File: config.mk
export PLATFORM = sky130hd
export DESIGN_NAME = cbs1_tile_sched
export DESIGN_NICKNAME = d
export VERILOG_FILES = /design/src/rtl/conv_pkg.sv /design/src/rtl/cbs1_win_reg.sv /design/src/rtl/cbs1_tile_sched.sv
export SDC_FILE = /design/constraint.sdc
export NUM_CORES = 1
export LEC_CHECK = 0
export ABC_CLOCK_PERIOD_IN_PS = 4850
export CORE_MARGIN = 2
export CORE_UTILIZATION = 31
export DETAILED_ROUTE_END_ITERATION = 12
export GPL_ROUTABILITY_DRIVEN = 1
export SETUP_SLACK_MARGIN = 0.02
export SYNTH_ARGS = -nofsm -noshare
export SYNTH_HDL_FRONTEND = slang
export SYNTH_HIERARCHICAL = 1
export SYNTH_SLANG_ARGS = --single-unit
export TNS_END_PERCENT = 50
File: constraint.sdc
create_clock -name clk -period 4.85 [get_ports clk]
set_input_delay 0.97 -clock clk [delete_from_list [all_inputs] [get_ports clk]]
set_output_delay 0.97 -clock clk [all_outputs]
set_load 0.02 [all_outputs]
File: src/rtl/conv_pkg.sv
// Shared widths and FSM state encoding for the tile scheduler and its window register.
package conv_pkg;
    localparam int PIX_W  = 8;
    localparam int LANES  = 8;
    localparam int WIN_W  = 80;
    localparam int FILT_W = 72;
    localparam int MEM_W  = 64;

    typedef enum logic [2:0] {
        IDLE  = 3'd0,
        LOAD0 = 3'd1,
        LOADN = 3'd2,
        EMIT  = 3'd3,
        DONE  = 3'd4
    } state_t;
endpackage

File: src/rtl/cbs1_win_reg.sv
// Three left/right memory-word pairs forming a 3x10 pixel window; capture, shift-left, zero-right.
module cbs1_win_reg
    import conv_pkg::*;
(
    input  logic             clk,
    input  logic             rst_n,
    input  logic             cap_en,
    input  logic             cap_right,
    input  logic [1:0]       cap_k,
    input  logic [MEM_W-1:0] cap_data,
    input  logic             shift,
    input  logic             zero_right,
    output logic [WIN_W-1:0] win_r1,
    output logic [WIN_W-1:0] win_r2,
    output logic [WIN_W-1:0] win_r3
);
    logic [2:0][MEM_W-1:0] left_q, left_d;
    logic [2:0][MEM_W-1:0] right_q, right_d;

    always_comb begin
        left_d  = left_q;
        right_d = right_q;
        if (shift)      left_d  = right_q;
        if (zero_right) right_d = '0;
        if (cap_en) begin
            if (cap_right) right_d[cap_k] = cap_data;
            else           left_d[cap_k]  = cap_data;
        end
    end

    always_ff @(posedge clk or negedge rst_n) begin
        if (!rst_n) begin
            left_q  <= '0;
            right_q <= '0;
        end else begin
            left_q  <= left_d;
            right_q <= right_d;
        end
    end

    // Only the two leftmost pixels of the right word extend the 8-lane window.
    assign win_r1 = {left_q[0], right_q[0][MEM_W-1 -: WIN_W-MEM_W]};
    assign win_r2 = {left_q[1], right_q[1][MEM_W-1 -: WIN_W-MEM_W]};
    assign win_r3 = {left_q[2], right_q[2][MEM_W-1 -: WIN_W-MEM_W]};
endmodule

File: src/rtl/cbs1_tile_sched.sv
// Raster tile scheduler: fetches 3-row word pairs, presents 3x10 windows to an 8-lane conv array.
//   state | meaning
//   IDLE  | waiting for start; filter loads accepted
//   LOAD0 | read word 0 of rows r..r+2 into the left words
//   LOADN | read word t+1 into the right words (zero on last tile)
//   EMIT  | window valid, held until win_ready
//   DONE  | one-cycle done pulse
module cbs1_tile_sched
    import conv_pkg::*;
#(
    parameter int IMG_W = 64,
    parameter int IMG_H = 16,
    parameter int AW    = 16
) (
    input  logic              clk,
    input  logic              rst_n,
    input  logic              start,
    input  logic [AW-1:0]     base_addr,
    input  logic              filter_ld,
    input  logic [FILT_W-1:0] filter_in,
    output logic [FILT_W-1:0] filter_out,
    output logic              mem_rd_en,
    output logic [AW-1:0]     mem_addr,
    input  logic [MEM_W-1:0]  mem_rd_data,
    output logic [WIN_W-1:0]  win_r1,
    output logic [WIN_W-1:0]  win_r2,
    output logic [WIN_W-1:0]  win_r3,
    output logic              win_valid,
    input  logic              win_ready,
    output logic [LANES-1:0]  win_mask,
    output logic [15:0]       win_row,
    output logic [15:0]       win_tile,
    output logic              busy,
    output logic              done
);
    localparam int          WPR       = IMG_W / 8;
    localparam logic [15:0] LAST_TILE = 16'(WPR - 1);
    localparam logic [15:0] LAST_ROW  = 16'(IMG_H - 3);

    state_t             state_q, state_d;
    logic [2:0]         cnt_q, cnt_d;
    logic [15:0]        row_q, row_d, tile_q, tile_d;
    logic [AW-1:0]      base_q, base_d, addr_q, addr_d;
    logic [FILT_W-1:0]  filt_q, filt_d;
    logic               rd_en_q, rd_en_d, rd_right_q, rd_right_d;
    logic [1:0]         rd_k_q, rd_k_d;
    logic               pend_q, pend_d, pend_right_q, pend_right_d;
    logic [1:0]         pend_k_q, pend_k_d;
    logic               valid_q, valid_d, busy_q, busy_d, done_q, done_d;
    logic [LANES-1:0]   mask_q, mask_d;
    logic               shift, zero_right;
    logic [15:0]        word;
    logic [AW-1:0]      rd_addr;

    always_comb begin
        state_d      = state_q;
        cnt_d        = cnt_q;
        row_d        = row_q;
        tile_d       = tile_q;
        base_d       = base_q;
        filt_d       = filt_q;
        addr_d       = addr_q;
        rd_en_d      = 1'b0;
        rd_k_d       = cnt_q[1:0];
        rd_right_d   = (state_q == LOADN);
        pend_d       = rd_en_q;
        pend_k_d     = rd_k_q;
        pend_right_d = rd_right_q;
        valid_d      = valid_q;
        mask_d       = mask_q;
        busy_d       = busy_q;
        done_d       = 1'b0;
        shift        = 1'b0;
        zero_right   = 1'b0;
        word         = (state_q == LOADN) ? tile_q + 16'd1 : 16'd0;
        rd_addr      = base_q + AW'((32'(row_q) + 32'(cnt_q)) * 32'(WPR) + 32'(word));

        case (state_q)
            IDLE: begin
                if (filter_ld) filt_d = filter_in;
                if (start) begin
                    state_d = LOAD0;
                    cnt_d   = 3'd0;
                    row_d   = 16'd0;
                    tile_d  = 16'd0;
                    base_d  = base_addr;
                    busy_d  = 1'b1;
                end
            end
            LOAD0: begin
                rd_en_d = 1'b1;
                addr_d  = rd_addr;
                cnt_d   = cnt_q + 3'd1;
                if (cnt_q == 3'd2) begin
                    state_d = LOADN;
                    cnt_d   = 3'd0;
                end
            end
            LOADN: begin
                if (tile_q == LAST_TILE) begin
                    zero_right = 1'b1;
                    state_d    = EMIT;
                    valid_d    = 1'b1;
                    mask_d     = 8'hFC;
                end else begin
                    if (cnt_q < 3'd3) begin
                        rd_en_d = 1'b1;
                        addr_d  = rd_addr;
                    end
                    cnt_d = cnt_q + 3'd1;
                    // Two extra cycles let the last read return and land in the window register.
                    if (cnt_q == 3'd4) begin
                        state_d = EMIT;
                        cnt_d   = 3'd0;
                        valid_d = 1'b1;
                        mask_d  = 8'hFF;
                    end
                end
            end
            EMIT: begin
                if (win_ready) begin
                    valid_d = 1'b0;
                    mask_d  = '0;
                    cnt_d   = 3'd0;
                    if (tile_q != LAST_TILE) begin
                        shift   = 1'b1;
                        tile_d  = tile_q + 16'd1;
                        state_d = LOADN;
                    end else if (row_q != LAST_ROW) begin
                        row_d   = row_q + 16'd1;
                        tile_d  = 16'd0;
                        state_d = LOAD0;
                    end else begin
                        state_d = DONE;
                        done_d  = 1'b1;
                    end
                end
            end
            DONE: begin
                state_d = IDLE;
                busy_d  = 1'b0;
            end
            default: state_d = IDLE;
        endcase
    end

    always_ff @(posedge clk or negedge rst_n) begin
        if (!rst_n) begin
            state_q      <= IDLE;
            cnt_q        <= '0;
            row_q        <= '0;
            tile_q       <= '0;
            base_q       <= '0;
            filt_q       <= '0;
            addr_q       <= '0;
            rd_en_q      <= 1'b0;
            rd_k_q       <= '0;
            rd_right_q   <= 1'b0;
            pend_q       <= 1'b0;
            pend_k_q     <= '0;
            pend_right_q <= 1'b0;
            valid_q      <= 1'b0;
            mask_q       <= '0;
            busy_q       <= 1'b0;
            done_q       <= 1'b0;
        end else begin
            state_q      <= state_d;
            cnt_q        <= cnt_d;
            row_q        <= row_d;
            tile_q       <= tile_d;
            base_q       <= base_d;
            filt_q       <= filt_d;
            addr_q       <= addr_d;
            rd_en_q      <= rd_en_d;
            rd_k_q       <= rd_k_d;
            rd_right_q   <= rd_right_d;
            pend_q       <= pend_d;
            pend_k_q     <= pend_k_d;
            pend_right_q <= pend_right_d;
            valid_q      <= valid_d;
            mask_q       <= mask_d;
            busy_q       <= busy_d;
            done_q       <= done_d;
        end
    end

    cbs1_win_reg u_win_reg (
        .clk        (clk),
        .rst_n      (rst_n),
        .cap_en     (pend_q),
        .cap_right  (pend_right_q),
        .cap_k      (pend_k_q),
        .cap_data   (mem_rd_data),
        .shift      (shift),
        .zero_right (zero_right),
        .win_r1     (win_r1),
        .win_r2     (win_r2),
        .win_r3     (win_r3)
    );

    assign filter_out = filt_q;
    assign mem_rd_en  = rd_en_q;
    assign mem_addr   = addr_q;
    assign win_valid  = valid_q;
    assign win_mask   = mask_q;
    assign win_row    = row_q;
    assign win_tile   = tile_q;
    assign busy       = busy_q;
    assign done       = done_q;
endmodule

# Word-level counts from Yosys, hierarchy flattened
# Cells that the tools add are included.
# W data, S select, Z words.
# classes
n_lt_le_gt_ge	3
n_addsub	6
muxes	59
n_eq_ne	18
n_reduce_logical	16
# op_table
cell	n
$mux W192	6
$bwmux W192	2
$mux W16	10
$demux W64 S2	1
$pmux W16 S2	3
$mux W64	1
$mux W3	12
$add A16 B1 Y16 const B	2
$add A16 B16 Y16	2
$mux W8	3
$pmux W3 S4	2
$eq A16 B3 Y1 const B	1
$ne A16 B3 Y1 const B	1
$ne A16 B4 Y1 const B	1
$pmux W8 S2	1
$mux W1	15
$add A13 B3 Y13	1
$ne A2 B2 Y1 const B	6
$reduce_and A4 Y1	3
$eq A3 B2 Y1 const B	3
$reduce_bool A2 Y1	4
$eq A3 B3 Y1 const B	2
$pmux W1 S2	3
$reduce_and A2 Y1	3
13 further kinds	14
# totals
wordCells	125
reg_bits	545

# Longest topological paths before layout
# Gate-level depths: netlist of run 1.
# logic_depth
depth_word	8
ltp_mapped	15
ltp_nobuf	14

# Modules after synthesis
# The synthesis of run 1 kept the hierarchy.
# modules_own_cells
module	area_per_inst_um2	cells_each	instances
cbs1_win_reg	18398.9	1290	1
cbs1_tile_sched	8090.3	712	1

# Worst setup path after synthesis of run 1
# No wires, ideal clock.
# synth_path
path_kind	reg2reg
start	reg row_q[0] (netlist: win_row[0])
end	reg addr_q[14] (netlist: mem_addr[14])
t_required_ps	4722
arrival_time_ps	3476
slack_ps	1246
path_stages_with_launch	14
n_path_buf	0
synth_period_minus_slack_ps	3604
cell_sequence	dfrtp_1 ha_1 fa_1 a21oi_1 nand2b_1 nor2_1 xor2_1 fa_1 ha_1 a21o_1 or4_1 o22ai_1 xor2_1 o21ai_0
# synth_via
elab_chain_len	6
# synth_rtl
element	line_no	text
start, declared	cbs1_tile_sched.sv:42	logic [15:0] row_q, row_d, tile_q, tile_d;
start signal, assigned	cbs1_tile_sched.sv:169	row_q <= row_d;
$add A13 B3 Y13 (*)	cbs1_tile_sched.sv:76	rd_addr = base_q + AW'((32'(row_q) + 32'(cnt_q)) * 32'(WPR) + 32'(word));
$add A16 B16 Y16 (*) (2 in series)	cbs1_tile_sched.sv:76	
$mux W16	cbs1_tile_sched.sv:106	if (cnt_q < 3'd3) begin
$mux W16	cbs1_tile_sched.sv:100	if (tile_q == LAST_TILE) begin
$pmux W16 S2 (*)	cbs1_tile_sched.sv:78	case (state_q)
end signal, assigned	cbs1_tile_sched.sv:173	addr_q <= addr_d;
end, declared	cbs1_tile_sched.sv:43	logic [AW-1:0] base_q, base_d, addr_q, addr_d;
# Mark *: on every way between the ends. The rest lies on a longest branch, timed or not. The select of a mux whose other input is x is not followed.
# A chain may end at the register's enable or synchronous reset.

# Worst setup path after layout of run 1
# Ends and elaborated chain as after synthesis.

==> impl_metrics.ini, run 1 <==
[clocking]
cts-htree-levels = 3
numCtsBuffers = 67
clockBufferDepth = 3
cts_tree = yes
cts_resized = 0
ctsRootBufferMaster = clkbuf_16
hold_buffers = 0
postCtsSetupBuffers = 0
clk_pin_slew_ps = 60
cts_sinks = 538
clk_latency_ps = 610

[logic_synthesis]
synth-edff-count = 0
synth_cell_types = 72
synth_fa_ha_area_frac = 0.0229
seq_area_frac_synth = 0.508
synthMuxAreaShare = 0.291
avgSynthCellArea_um2 = 13.2
ys.flop_type = dfrtp_1
synth_commonest_cells = mux2_2, dfrtp_1, nor2b_1
yosys.area.top_type_share = 0.508
synth_top_family_by_area = multiplexers
async_reset_ff_frac = 1.00
synth-xor-area-share = 0.0159
syn_nets = 2199
yosysTopAreaCell = dfrtp_1
yosysWarnings = 6
ys_ff_latch = 538
synthSimpleGateAreaFrac = 0.0918
synth_most_common_cell = mux2_2
synth.area.top_cells = dfrtp_1, mux2_2, nor2b_1
synthCells = 2002
synth_area_mm2 = 0.0265
synth-compound-area-share = 0.0276

[sta]
slew_violations = 0
post-route-period-util = 0.839
timing.fmax_mhz = 246
finalHoldViolCount = 0
slew_headroom = 0.327
fin_ws_ps = 783
layout_min_cycle_time_ps = 4070
finalSetupViolations = 0
fin_setup_tns_ps = 0
rsz0062_at_grt = no
worst_slew_pin_slew_ps = 1010
skew_ps = 35.1

[floorplanning]
core_area_mm2 = 0.0849
die-area_mm2 = 0.0878
io_pins = 529
start_util = 0.312
chipHeight_um = 296
die_x_um = 296
rows = 107

[placement]
post-place-ws_ps = 829
dp_hpwl_um = 50500
placed_cell_area_mm2 = 0.0326
gp_congestion = 0.813
port_buffers = 528

[worst_setup_path]
crit_slowest_cell = dfrtp_1
crit_chain = ha_1 -> fa_1 -> a21oi_1 -> nand2b_1 -> nor2b_1 -> xor2_1 -> fa_1 -> ha_1 -> a21oi_1 -> o21ai_0 -> or4_1 -> o22ai_1 -> xor2_1 -> o21ai_0
crit_fanout = 8
critPathBufInv = 0
cp.arrival_ps = 4520
worstPathRequired_ps = 5310
crit_family = adder cells
critPathMaxStageDelay_ps = 470
worstSetupPathType = register to register
critPathCaptureType = register
start_kind = register

[detailed_routing]
wl_um = 74300
wire_per_inst_um = 20.3
vias = 17164
drt_iter0_drc = 761
remaining_drc_errors = 0
drtAntennaViolNets = 0
drtPass1Iterations = 5
vias_per_cell = 4.70

[global_route]
grt_pass1_vias = 18587
grt_max_degree = 111
grt_util_all_layers = 0.166
antenna_found_initial = 4
grt.overflow.total = 0
grt_pass1_wl_um = 112000

[layout]
multi_input_area_mm2 = 0.0120
design_area_mm2 = 0.0348
syn_to_final_growth_pct = 31.4
seq_area_mm2 = 0.0135
nets = 2658
fillers = 7981
drive_gt1_frac = 0.334

[outcome]
status = complete, no violations

[job]
cap_violations = 0

[power_and_ir_drop]
peakVddDrop_v = 0.000394
leakagePower_nw = 14.5
p_total_mw = 24.9
powerDensity_mw_per_mm2 = 714

[min_path]
hp-class = register to register
## per-stage QoR
step	util	hold slack, ps	instances
floorplan	-	331	2002
global placement	0.385	338	3536
detailed placement	0.385	340	3536
CTS	0.410	353	3651
global route	0.410	366	3652
finish	0.410	351	3652
## cell type report
class / count / area share
diodes: 1 / 0.0000719
clock buffers: 96 / 0.0542
well taps: 1144 / 0.0411
repair buffers: 563 / 0.164
clock inverters: 19 / 0.00841
multi-input cells: 1269 / 0.343
flip-flops and latches: 538 / 0.387
inverters: 22 / 0.00259
## kinds of logic after synthesis
family / Yosys count
AOI/OAI and AO/OA: 108
xor gates and xnor gates: 48
and+or+nand+nor: 409
DFF: 538
muxes: 664
buffers and inverters: 195
adders and majority gates: 40
## flip-flops by register name (all words and copies together), names as in the netlist
| register | count |
|---|---|
| cnt_q | 3 |
| state_q | 3 |
| base_q | 16 |
| filter_out | 72 |
| win_row | 16 |
| busy | 1 |
| u_win_reg/right_q | 144 |
| u_win_reg/win_r2 | 80 |
| pend_right_d | 1 |
| u_win_reg/win_r3 | 80 |
| pend_q | 1 |
| pend_k_q | 2 |
| u_win_reg/win_r1 | 80 |
| mem_addr | 16 |
| pend_k_d | 2 |
| done | 1 |
| mem_rd_en | 1 |
| pend_right_q | 1 |
| win_tile | 16 |
| win_mask | 2 |
## worst register-to-register path, cell delays in order, from the launching register on
cell and delay [ps]:
dfrtp_1 470, ha_1 270, fa_1 400, a21oi_1 190
nand2b_1 230, nor2b_1 80, xor2_1 200, fa_1 450
ha_1 370, a21oi_1 150, o21ai_0 180, or4_1 470
o22ai_1 180, xor2_1 190, o21ai_0 90
## cell usage in the layout (no fill, tap or decap), types with 14 or more instances in the layout
cell type and instances:
inv_1 19, nand3_1 16, mux2_4 60, xor2_1 32, nor2_1 49, xnor2_1 16, nand2_1 58, o21ai_0 19
ha_1 26, mux2_2 601, dfrtp_1 538, buf_4 23, nor2b_1 196, fa_1 14, a21oi_1 17, clkbuf_1 19
clkdlybuf4s50_1 527, clkbuf_16 67, o21ai_1 24
## report_power, final
part	total, mW	switching [mW]	internal (mW)	leakage [nW]
Sequential	8.01	1.31	6.70	6.40
Combinational	12.0	5.38	6.57	7.08
Clock	4.90	2.04	2.86	1.05
Total	24.9	8.73	16.1	14.5
## path summary, 6_finish.rpt
kind                         startpoint                   end  slack [ps]  cells past startpoint
max                          win_row[0]          mem_addr[14]         780                     14
min                        pend_right_d          pend_right_q         350                      0
max reg2reg                  win_row[0]          mem_addr[14]         780                     14
min reg2reg                pend_right_d          pend_right_q         350                      0
max in group asynchronous         rst_n  u_win_reg/win_r3[12]        3170                      2
min in group asynchronous         rst_n           win_row[12]         450                      1
## metal layers
metal	vias up	track usage	wire, um
li1	7868	-	-
met2	479	0.288	37100
met1	8687	0.194	29700
met3	126	0.0482	4980
met5	-	0	27
met4	4	0.0586	2430
Power figures use the tool's default switching activity.
==> run 2, diff against run 1 <==
- ABC_CLOCK_PERIOD_IN_PS: 4850 -> 3340
- clock period: 4.85 -> 3.34 ns (I/O delays scaled with it)
==> impl_metrics.ini, run 2 (synthesis results as in run 1) <==
[outcome]
status = finished, violations left
violations = setup timing

[detailed_routing]
drtAntennaViolNets = 0
vias_per_cell = 4.68
wl_um = 76100
wire_per_inst_um = 20.4
drtPass1Iterations = 5
remaining_drc_errors = 0
drt_iter0_drc = 628
vias = 17498

[sta]
hold_slack_ps = 65.8
finalSetupViolations = 5
slew_headroom = 0.461
skew_ps = 18.9
slew_violations = 0
timing.fmax_mhz = 286
rsz0062_at_grt = yes
worst_slew_pin_slew_ps = 808
post-route-period-util = 1.05
finalHoldViolCount = 0
layout_min_cycle_time_ps = 3500
fin_ws_ps = -155

[clocking]
numCtsBuffers = 61
hold_buffers = 0
clk_pin_slew_ps = 60
clk_latency_ps = 620
cts-htree-levels = 2
cts_tree = yes
clockBufferDepth = 3
ctsRootBufferMaster = clkbuf_16
cts_sinks = 538

[global_route]
grt_util_all_layers = 0.171
grt_pass1_vias = 19058
grt_max_degree = 101
grt.overflow.total = 0
antenna_found_initial = 3
grt_pass1_wl_um = 117000

[floorplanning]
die-area_mm2 = 0.0878
start_util = 0.312
rows = 107
die_x_um = 296
chipHeight_um = 296
io_pins = 529
core_area_mm2 = 0.0849

[power_and_ir_drop]
leakagePower_nw = 15.0
powerDensity_mw_per_mm2 = 1020
peakVddDrop_v = 0.000602
p_total_mw = 36.2

[worst_setup_path]
crit_fanout = 4
worstPathRequired_ps = 3840
start_kind = register
worstSetupPathType = register to register
critPathCaptureType = register
cp.arrival_ps = 3990

[layout]
nets = 2744
largest-register = u_win_reg/right_q
mostFrequentLayoutCells = mux2_2, dfrtp_1, clkdlybuf4s50_1
syn_to_final_growth_pct = 34.2
largest_register_ffs = 144
design_area_mm2 = 0.0356
final_common_cell = mux2_2
drive_gt1_frac = 0.369
insertedDiodeCount = 0

[job]
cap_violations = 0

[placement]
port_buffers = 528
gp_congestion = 0.822
dp_hpwl_um = 52200
placed_cell_area_mm2 = 0.0334

[min_path]
hp-class = input port to asynchronous set/reset pin
## run 2: cell types whose count changed in the layout (fill, tap and decap cells not counted), sizes merged
cell    before  now
diode        1    0
clkbuf      96   98
buf         36  128
clkinv      11    6
inv         27   23
## run 2: metrics by stage
step	util	setup TNS (ps)	worst slack [ps]	cells
after floorplan	-	-91.7	-91.7	2002
after detailed placement	0.394	-1170	-257	3622
after global placement	0.394	-597	-199	3622
after CTS	0.418	-762	-171	3734
final	0.419	-435	-155	3736
after global routing	0.419	-1390	-278	3736
## run 2: power by group
group	internal [mW]	leakage, nW	switching, mW
sequential	9.73	6.39	1.82
clock	3.86	0.955	2.70
combinational	9.95	7.61	8.10
total	23.5	15.0	12.6
## run 2: final cells by class
type | count | area, um^2
clock buffer | 98 | 1830
clock inverter | 10 | 129
fill | 7921 | 49300
inverter | 22 | 90.1
multi-input combinational | 1269 | 12200
sequential | 538 | 13500
tap | 1144 | 1430
timing repair buffer | 655 | 6450
## run 2: worst paths after layout
check | depth (start not counted) | to | startpoint | slack (ps)
min in group clk | 0 | pend_k_q[0] | pend_k_d[0] | 350
worst min register to register | 0 | pend_k_q[0] | pend_k_d[0] | 350
max in group asynchronous | 2 | u_win_reg/right_q[7] | rst_n | 2360
worst max register to register | 15 | mem_addr[15] | win_row[0] | -160
worst max-delay path | 15 | mem_addr[15] | win_row[0] | -160
worst min-delay path | 1 | base_q[10] | rst_n | 70
## run 2: timing repair
action,in CTS,in global routing
buffers inserted,4,2
setup endpoints to repair,7,8
gates resized for setup,26,8
hold endpoints to repair,0,0
pin swaps,17,9
## run 2: metal layers
layer  share of wire  vias to the layer above  routed length [um]  track usage
met5         0.00035                        -                  27            0
li1                -                     8028                   -            -
met2            0.50                      448               38300        0.298
met3           0.068                       90                5210       0.0468
met1            0.41                     8928               31200        0.211
met4           0.018                        4                1380       0.0360
## run 2: worst max-delay path, stage by stage, from the launching register on
cell and delay [ps]:
dfrtp_2 420, ha_4 180, fa_2 400, a21oi_2 160
nand2b_4 180, nor2_1 60, xor2_1 140, fa_1 550
ha_4 220, a21o_1 170, buf_4 140, a21o_1 160
a21o_1 180, a21oi_2 160, a211oi_1 90, nand3b_1 160
==> run 3, diff against run 2 <==
- CORE_UTILIZATION: 31 -> 33
==> impl_metrics.ini, run 3 (synthesis results as in run 1) <==
[detailed_routing]
wl_um = 76100
vias = 17584
maxUsedRoutingLayer = met5
wire_per_inst_um = 20.9
routed-wl-met2_um = 37300
drtAntennaViolNets = 0
vias_per_cell = 4.83
drt_iter0_drc = 769
wl_met3_um = 5290
remaining_drc_errors = 0
wirelength_met1_um = 31700
drtPass1Iterations = 5

[global_route]
antenna_found_initial = 3
grt_util_all_layers = 0.182
grt_pass1_wl_um = 117000
grt_pass1_vias = 19056
grt_max_degree = 104
grt.overflow.total = 0

[worst_setup_path]
crit_slowest_cell = fa_1
critPathCaptureType = register
rr_endpoint = mem_addr[14]
crit_chain = ha_4 -> fa_2 -> a21oi_2 -> nand2b_4 -> nor2b_1 -> xor2_1 -> fa_1 -> ha_4 -> a21oi_2 -> o21ai_2 -> or4_4 -> o22ai_4 -> xor2_1 -> o21ai_1
start_kind = register
worstPathRequired_ps = 3810
startpoint = win_row[0]
cp.arrival_ps = 3900
critPathMaxStageDelay_ps = 540
worstSetupPathType = register to register
reg2reg_depth = 14
crit_fanout = 4
r2r-start = win_row[0]
r2r_slack_ps = -100

[placement]
gp_congestion = 0.834
dp.cells = 3520
port_buffers = 528
dp_hpwl_um = 51300
placed_cell_area_mm2 = 0.0332

[job]
cap_violations = 0

[layout]
largest-register = u_win_reg/right_q
largest_register_ffs = 144
syn_to_final_growth_pct = 33.7
drive_gt1_frac = 0.366
fillers = 7133
final_common_cell = mux2_2
mostFrequentLayoutCells = mux2_2, dfrtp_1, clkdlybuf4s50_1
nets = 2737
fin_cells = 3640
utilization = 0.447
design_area_mm2 = 0.0354

[floorplanning]
io_pins = 529
chipHeight_um = 287
start_util = 0.334
die-area_mm2 = 0.0826
die_x_um = 287
core_area_mm2 = 0.0793
rows = 103

[sta]
hold_slack_ps = 89.7
finalHoldViolCount = 0
layout_min_cycle_time_ps = 3440
slew_violations = 0
fin_ws_ps = -95.3
post-route-period-util = 1.03
finalSetupViolations = 5
skew_ps = 27.9
timing.fmax_mhz = 291
rsz0062_at_grt = yes
slew_headroom = 0.280
worst_slew_pin_slew_ps = 1080

[power_and_ir_drop]
switching_share = 0.348
leakagePower_nw = 15.0
p_switching_mw = 12.7
clkPwrFrac = 0.191
seqPwrFrac = 0.317
peakVddDrop_v = 0.000555
power_frac_comb = 0.491
internal-power_mw = 23.8
powerDensity_mw_per_mm2 = 1030

[clocking]
ctsRootBufferMaster = clkbuf_16
numCtsBuffers = 66
cts-htree-levels = 3
cts_tree = yes
clockBufferDepth = 3
clk_pin_slew_ps = 50
cts_sinks = 538
clk_latency_ps = 600

[outcome]
violations = setup timing
status = finished, violations left

[min_path]
hp-class = input port to asynchronous set/reset pin
## run 3: cell types whose count changed in the layout (fill, tap and decap cells not counted), sizes merged
cell and change:
buf -12, clkinv +7, inv +2, bufinv +1, clkinvlp -1, diode +1
## run 3: cell type report
| cell class | instances | area [um^2] | area share |
|---|---|---|---|
| Sequential cell | 538 | 13500 | 0.380 |
| Tap cell | 1050 | 1310 | 0.0371 |
| Clock inverter | 19 | 215 | 0.00607 |
| Timing Repair Buffer | 643 | 6330 | 0.179 |
| Antenna cell | 1 | 2.50 | 0.0000706 |
| Clock buffer | 98 | 1890 | 0.0534 |
| Inverter | 22 | 90.1 | 0.00254 |
| Multi-Input combinational cell | 1269 | 12100 | 0.342 |
## run 3: what timing repair did
action                                  in CTS  in global routing
buffers inserted                             2                  0
resized for setup                            8                 12
pin swaps                                    5                  7
endpoints found under the setup margin       7                  7
hold buffers                                 0                  0
## run 3: how the worst max path moves through the flow
stage	slack [ps]	endpoint	cells after the start
6_report	-100	mem_addr[14]	14
5_1_grt	-230	mem_addr[14]	14
4_1_cts	-130	mem_addr[14]	14
3_5_place_dp	-210	mem_addr[13]	13
3_3_place_gp	-180	mem_addr[11]	13
2_1_floorplan	-90	mem_addr[14]	13
## run 3: critical path: cells and delay by family (launching register included)
kind | cells | cell delay, ps
adders and majority gates | 4 | 1290
and+or+nand+nor | 3 | 730
xor gates and xnor gates | 2 | 310
DFF | 1 | 420
AOI/OAI and AO/OA | 5 | 560
## run 3: stage by stage
| stage | setup TNS (ps) | total power, mW | setup WS (ps) |
|---|---|---|---|
| 2_1_floorplan | -91.7 | 22.7 | -91.7 |
| 3_3_place_gp | -711 | 29.2 | -180 |
| 3_5_place_dp | -965 | 29.7 | -209 |
| 4_1_cts | -311 | 36.9 | -133 |
| 5_1_grt | -1300 | 38.6 | -231 |
| 6_report | -300 | 36.5 | -95.3 |
## run 3: power by group through the flow
stage          combinational, mW  sequential (mW)  clock [mW]
2_1_floorplan               9.29             13.4           0
6_report                    17.9             11.6        6.97
3_3_place_gp                17.6             11.5           0
3_5_place_dp                18.0             11.7           0
4_1_cts                     18.1             11.6        7.24
5_1_grt                     19.1             12.0        7.54
## run 3: layer usage
metal	up-vias	track usage
met3	109	0.0492
met1	8920	0.229
met5	-	0
met4	4	0.0551
met2	535	0.306
li1	8016	-
